File: config.mk
export PLATFORM = sky130hd
export DESIGN_NAME = message_receiver
export DESIGN_NICKNAME = d
export VERILOG_FILES = /design/src/rtl/message_receiver_pkg.sv /design/src/rtl/message_receiver_rx_out_buffer.sv /design/src/rtl/message_receiver.sv
export SDC_FILE = /design/constraint.sdc
export NUM_CORES = 1
export LEC_CHECK = 0
export ABC_CLOCK_PERIOD_IN_PS = 1960
export BUFFER_PORTS_ARGS = -buffer_cell sky130_fd_sc_hd__buf_2
export CORE_UTILIZATION = 52
export DETAILED_ROUTE_END_ITERATION = 16
export GPL_TIMING_DRIVEN = 1
export HOLD_SLACK_MARGIN = 0.15
export PLACE_DENSITY = 0.76
export SETUP_SLACK_MARGIN = 0.15
export SYNTH_ARGS = -nofsm -noshare
export SYNTH_HDL_FRONTEND = slang
export SYNTH_SLANG_ARGS = --single-unit
export TNS_END_PERCENT = 100
File: constraint.sdc
create_clock -name clk -period 1.96 [get_ports clk]
set_clock_uncertainty 0.1 [all_clocks]
set_input_delay 0.392 -clock clk [delete_from_list [all_inputs] [get_ports clk]]
set_output_delay 0.392 -clock clk [all_outputs]
set_load 0.005 [all_outputs]
File: src/rtl/message_receiver_pkg.sv
// rtl/message_receiver_pkg.sv - shared link constants and receiver state encoding
package message_receiver_pkg;

  // Whole encoded message width, shared with encoder, decoder and transmitter
  localparam int MSG_WIDTH     = 128;
  localparam int BIT_CNT_WIDTH = $clog2(MSG_WIDTH);

  typedef enum logic {
    ST_IDLE  = 1'b0,
    ST_SHIFT = 1'b1
  } state_t;

endpackage

File: src/rtl/message_receiver_rx_out_buffer.sv
// rtl/message_receiver_rx_out_buffer.sv - one-entry valid/ready output register with overrun detect
module rx_out_buffer
  import message_receiver_pkg::*;
(
  input  logic                 clk,
  input  logic                 rst,
  input  logic [MSG_WIDTH-1:0] frame_data,
  input  logic                 frame_done,
  input  logic                 msg_ready,
  output logic [MSG_WIDTH-1:0] msg_out,
  output logic                 msg_valid,
  output logic                 overrun,
  output logic                 load_fire,
  output logic                 overrun_fire
);

  logic pop;

  // A completed frame is taken if the slot is empty or being freed this cycle
  always_comb begin
    pop          = msg_valid && msg_ready;
    load_fire    = frame_done && (!msg_valid || msg_ready);
    overrun_fire = frame_done && msg_valid && !msg_ready;
  end

  // Slot register: load wins over pop; msg_out only changes on a load
  always_ff @(posedge clk) begin
    if (rst) begin
      msg_out   <= '0;
      msg_valid <= 1'b0;
      overrun   <= 1'b0;
    end else begin
      overrun <= overrun_fire;
      if (load_fire) begin
        msg_out   <= frame_data;
        msg_valid <= 1'b1;
      end else if (pop) begin
        msg_valid <= 1'b0;
      end
    end
  end

endmodule

File: src/rtl/message_receiver.sv
// rtl/message_receiver.sv - serial frame deserialiser with timeout, framing and overrun tracking
module message_receiver
  import message_receiver_pkg::*;
#(
  parameter int TIMEOUT   = 64,
  parameter int CNT_WIDTH = 16
) (
  input  logic                 clk,
  input  logic                 rst,
  input  logic                 rx_bit,
  input  logic                 rx_valid,
  input  logic                 rx_sof,
  output logic [MSG_WIDTH-1:0] msg_out,
  output logic                 msg_valid,
  input  logic                 msg_ready,
  output logic                 frame_error,
  output logic                 overrun,
  output logic [CNT_WIDTH-1:0] frames_ok,
  output logic [CNT_WIDTH-1:0] frames_dropped
);

  localparam int TW = $clog2(TIMEOUT);

  state_t                   state;
  state_t                   next_state;
  logic [BIT_CNT_WIDTH-1:0] bit_cnt;
  logic [TW-1:0]            timer;
  logic [MSG_WIDTH-1:0]     shreg;
  logic [MSG_WIDTH-1:0]     frame_data;

  logic start_frame;
  logic shift_bit;
  logic tick;
  logic err_evt;
  logic timeout_evt;
  logic frame_done;
  logic load_fire;
  logic overrun_fire;

  // State register
  always_ff @(posedge clk) begin
    if (rst) state <= ST_IDLE;
    else     state <= next_state;
  end

  // Next-state: enter SHIFT on sof, leave on last bit or inter-bit timeout
  always_comb begin
    next_state = state;
    case (state)
      ST_IDLE:  if (start_frame) next_state = ST_SHIFT;
      ST_SHIFT: if (frame_done || timeout_evt) next_state = ST_IDLE;
      default:  next_state = ST_IDLE;
    endcase
  end

  // Control decode: a mid-frame sof is both an error and the start of a new frame
  always_comb begin
    start_frame = 1'b0;
    shift_bit   = 1'b0;
    tick        = 1'b0;
    err_evt     = 1'b0;
    timeout_evt = 1'b0;
    frame_done  = 1'b0;
    case (state)
      ST_IDLE: begin
        if (rx_valid && rx_sof) start_frame = 1'b1;
      end
      ST_SHIFT: begin
        if (rx_valid && rx_sof) begin
          start_frame = 1'b1;
          err_evt     = 1'b1;
        end else if (rx_valid) begin
          shift_bit  = 1'b1;
          frame_done = (bit_cnt == BIT_CNT_WIDTH'(MSG_WIDTH - 1));
        end else if (timer == TW'(TIMEOUT - 1)) begin
          timeout_evt = 1'b1;
          err_evt     = 1'b1;
        end else begin
          tick = 1'b1;
        end
      end
      default: ;
    endcase
  end

  // The final bit bypasses the shift register so the frame is ready on its strobe
  always_comb begin
    frame_data                = shreg;
    frame_data[MSG_WIDTH-1]   = rx_bit;
  end

  // Shift register, bit counter and inter-bit timer
  always_ff @(posedge clk) begin
    if (rst) begin
      shreg   <= '0;
      bit_cnt <= '0;
      timer   <= '0;
    end else if (start_frame) begin
      shreg[0] <= rx_bit;
      bit_cnt  <= BIT_CNT_WIDTH'(1);
      timer    <= '0;
    end else if (shift_bit) begin
      shreg[bit_cnt] <= rx_bit;
      bit_cnt        <= bit_cnt + BIT_CNT_WIDTH'(1);
      timer          <= '0;
    end else if (tick) begin
      timer <= timer + TW'(1);
    end else if (timeout_evt) begin
      bit_cnt <= '0;
      timer   <= '0;
    end
  end

  // Error pulse and frame statistics; error and overrun are mutually exclusive
  always_ff @(posedge clk) begin
    if (rst) begin
      frame_error    <= 1'b0;
      frames_ok      <= '0;
      frames_dropped <= '0;
    end else begin
      frame_error <= err_evt;
      if (load_fire)               frames_ok      <= frames_ok + CNT_WIDTH'(1);
      if (err_evt || overrun_fire) frames_dropped <= frames_dropped + CNT_WIDTH'(1);
    end
  end

  rx_out_buffer u_out_buf (
    .clk          (clk),
    .rst          (rst),
    .frame_data   (frame_data),
    .frame_done   (frame_done),
    .msg_ready    (msg_ready),
    .msg_out      (msg_out),
    .msg_valid    (msg_valid),
    .overrun      (overrun),
    .load_fire    (load_fire),
    .overrun_fire (overrun_fire)
  );

endmodule
==> impl_metrics.py <==
metrics = {
    "synthesis": {
        "synth_ff_type": "dfxtp_1",
        "synth_area_leaders": "dfxtp_1 (51%), a21oi_1 (11%), nand2_1 (9.0%), nand3_1 (5.7%), o21ai_0 (5.3%)",
        "synth_seq_cells": 304,
        "synth_area_sq_mm": 0.0121,
        "synth_most_common_cell": "dfxtp_1",
        "syn_nets": 1502,
        "yosysTopAreaCell": "dfxtp_1",
        "synth_top_area_share_pct": 50.5,
        "ys_warn_count": 0,
        "synth-edff-count": 0,
        "synth_cells": 1492,
        "synthTopCellsByCount": "dfxtp_1 (304), nand2_1 (289), a21oi_1 (273), nand3_1 (138), o21ai_0 (127)",
        "syn_area_per_cell_sq_um": 8.08,
        "yosysSeqAreaShare_pct": 50.5,
        "async_reset_ff_share_pct": 0,
        "synth.distinct_cells": 52,
    },
    "critical_path": {
        "cp-end-kind": "register",
        "worst-path-buf-inv": 4,
        "crit_start": "bit_cnt[1]$_SDFFE_PP0P_",
        "crit_family": "buffers and inverters",
        "path_cells": "ha_4 > nand4_1 > nor4_4 > buf_6 > buf_12 > clkbuf_16 > clkbuf_16 > nand2_1 > a21oi_2",
        "slowest_delay_ps": 360,
        "crit_slowest_cell": "dfxtp_2",
        "r2r-start": "bit_cnt[1]$_SDFFE_PP0P_",
        "crit_top_cell": "clkbuf_16",
        "path_max_fanout": 7,
        "cp-start-kind": "register",
        "path_class": "register to register",
        "worstPathArrival_ps": 2310,
        "cp.required_ps": 2350,
    },
    "power": {
        "irDropWorstVdd_uv": 686,
        "total_leakage_power_uw": 0.00613,
        "swShare_pct": 20.8,
        "combinationalPowerShare_pct": 2.5,
        "total_power_uw": 12500,
        "power_per_cell_area_mw_per_mm2": 788,
        "power.share.clock_pct": 48.0,
        "p_sw_uw": 2600,
        "p_seq_share_pct": 49.4,
        "p_int_uw": 9920,
    },
    "sta": {
        "layout_min_cycle_time_ps": 1930,
        "slew_viol_final": 0,
        "timing.fmax_ghz": 0.519,
        "rsz0062_at_grt": "yes",
        "setup_viol": 0,
        "tightest_slew_ps": 570,
        "finalSetupTns_ps": 0,
        "fin_crit_sh_pct": 98.3,
        "slew-limit-headroom_pct": 61.7,
        "final_hold_viol_count": 0,
    },
    "min_path": {
        "holdCritPathClass": "input port to register",
        "hold_start": "rst",
    },
    "grt": {
        "first_global_vias": 10700,
        "grt_overflow": 0,
        "grt_max_degree": 90,
        "grtUsageTotal_pct": 27.7,
        "grt_pass1_wl_microns": 54300,
        "antenna_found_initial": 1,
    },
    "drt": {
        "wire_per_inst_microns": 18.3,
        "drt_pre_antenna_iters": 6,
        "vias": 12000,
        "wirelength_microns": 36700,
        "via_per_inst": 5.98,
        "drc": 0,
        "ant_nets": 0,
        "drt-initial-drc-count": 1114,
    },
    "layout": {
        "finalNetCount": 1716,
        "fin_cells": 2010,
        "fillCellCount": 1708,
        "antenna_cells": 0,
        "syn2layout_area_growth_pct": 32.0,
        "final_layout_size_suffix_gt1_share_pct": 29.7,
    },
    "placed_design": {
        "hpwl_microns": 21600,
        "portBuffers": 168,
        "dp_cells": 1920,
        "gp_congestion": 0.839,
    },
    "cts": {
        "cts_sinks": 304,
        "clock_path_buffers": 3,
        "htree_levels": 1,
        "root_buffer": "clkbuf_16",
        "worstSkewPairLatency_ps": 550,
        "clk_pin_slew_worst_paths_ps": 60,
        "cts_buffers": 30,
        "cts_tree": "done",
    },
    "die": {
        "die_area_sq_mm": 0.0238,
        "die_y_microns": 154,
        "core_sq_mm": 0.0227,
        "pin_count": 169,
        "dieWidth_microns": 154,
        "row_count": 55,
        "start_util_pct": 53.1,
    },
    "flow_run": {
        "cap_violations": 0,
    },
    "run_status": {
        "status": "finished, final reports clean",
    },
}
## cell type report
type | count | area, sq um | share of cell area [%]
clock buffer | 43 | 891 | 5.60
timing repair buffer | 298 | 2290 | 14.4
tap | 285 | 357 | 2.24
inverter | 6 | 22.5 | 0.142
sequential | 304 | 6100 | 38.4
multi-input combinational | 1066 | 6110 | 38.4
clock inverter | 8 | 140 | 0.881
## path summary, 6_finish.rpt
check,depth (start not counted),slack (ps),endpoint
worst max-delay path,9,30,u_out_buf.msg_out[85]$_SDFFE_PP0P_
worst min register to register,2,350,u_out_buf.msg_out[95]$_SDFFE_PP0P_
worst max register to register,9,30,u_out_buf.msg_out[85]$_SDFFE_PP0P_
worst min-delay path,2,170,frames_ok[12]$_SDFFE_PP0P_
## metal layers
metal	vias up	wire length (microns)	track usage, %
li1	5608	-	-
met2	600	17100	44.3
met1	5722	15500	38.2
met3	95	2940	4.23
met5	-	13	0
met4	2	1100	9.62
## registers in the layout (all words and copies together), names as in the netlist
signal	cells
u_out_buf.overrun	1
bit_cnt	7
shreg	127
u_out_buf.msg_valid	1
frame_error	1
frames_ok	16
u_out_buf.msg_out	128
timer	6
frames_dropped	16
state	1
## power groups by stage
stage               Combinational, uW  Sequential [uW]  Clock (uW)
floorplan                         184             6330           0
global placement                  281             6330           0
detailed placement                282             6330           0
CTS                               292             6190        6050
global route                      337             6190        6290
finish                            319             6190        6020
## cell usage in the layout (no fill, tap or decap), drive strengths merged, types with 5 or more instances in the layout
master,netlist,routed
nand3,139,141
nor2,54,54
nand2,289,289
mux2i,14,14
clkbuf,76,53
buf,45,286
or2,4,5
a211oi,7,7
o21ai,127,127
and4,7,7
nand4,16,17
o31ai,9,9
or3,11,11
nand2b,6,6
inv,6,6
or4,9,9
dfxtp,304,304
and2,6,6
mux2,17,17
nor2b,24,24
a21oi,273,273
nor3,9,9
nor4,8,8
## worst reg2reg max path, cell delays in order, from the launching register on
cell       delay [ps]
dfxtp_2           360
ha_4              150
nand4_1           200
nor4_4            250
buf_6             200
buf_12            110
clkbuf_16         140
clkbuf_16         160
nand2_1            80
a21oi_2           110
## metrics by stage
step | util, % | hold slack [ps] | setup slack, ps | area (sq um)
floorplan | - | 328 | 118 | 12100
global placement | 60.2 | 340 | -112 | 13700
detailed placement | 60.2 | 343 | -153 | 13700
CTS | 65.7 | 153 | 113 | 14900
global route | 70.0 | 172 | -30.6 | 15900
finish | 70.0 | 165 | 33.7 | 15900
## logic make-up after synthesis
kind of cell / share of synthesized area (%)
and+or+nand+nor: 23.2
muxes: 2.75
adders and majority gates: 0.415
AOI/OAI and AO/OA: 18.1
xor gates and xnor gates: 0.291
DFF: 50.5
buffers and inverters: 4.68
## repair_timing
item / 4_1_cts / 5_1_grt
hold buffers: 2 / 0
gates cloned: 4 / 13
pin swaps: 14 / 57
setup buffers: 2 / 18
endpoints found under the setup margin: 144 / 231
resized for setup: 30 / 157
hold endpoints to repair: 10 / 0
(Power assumes the default switching activity.)
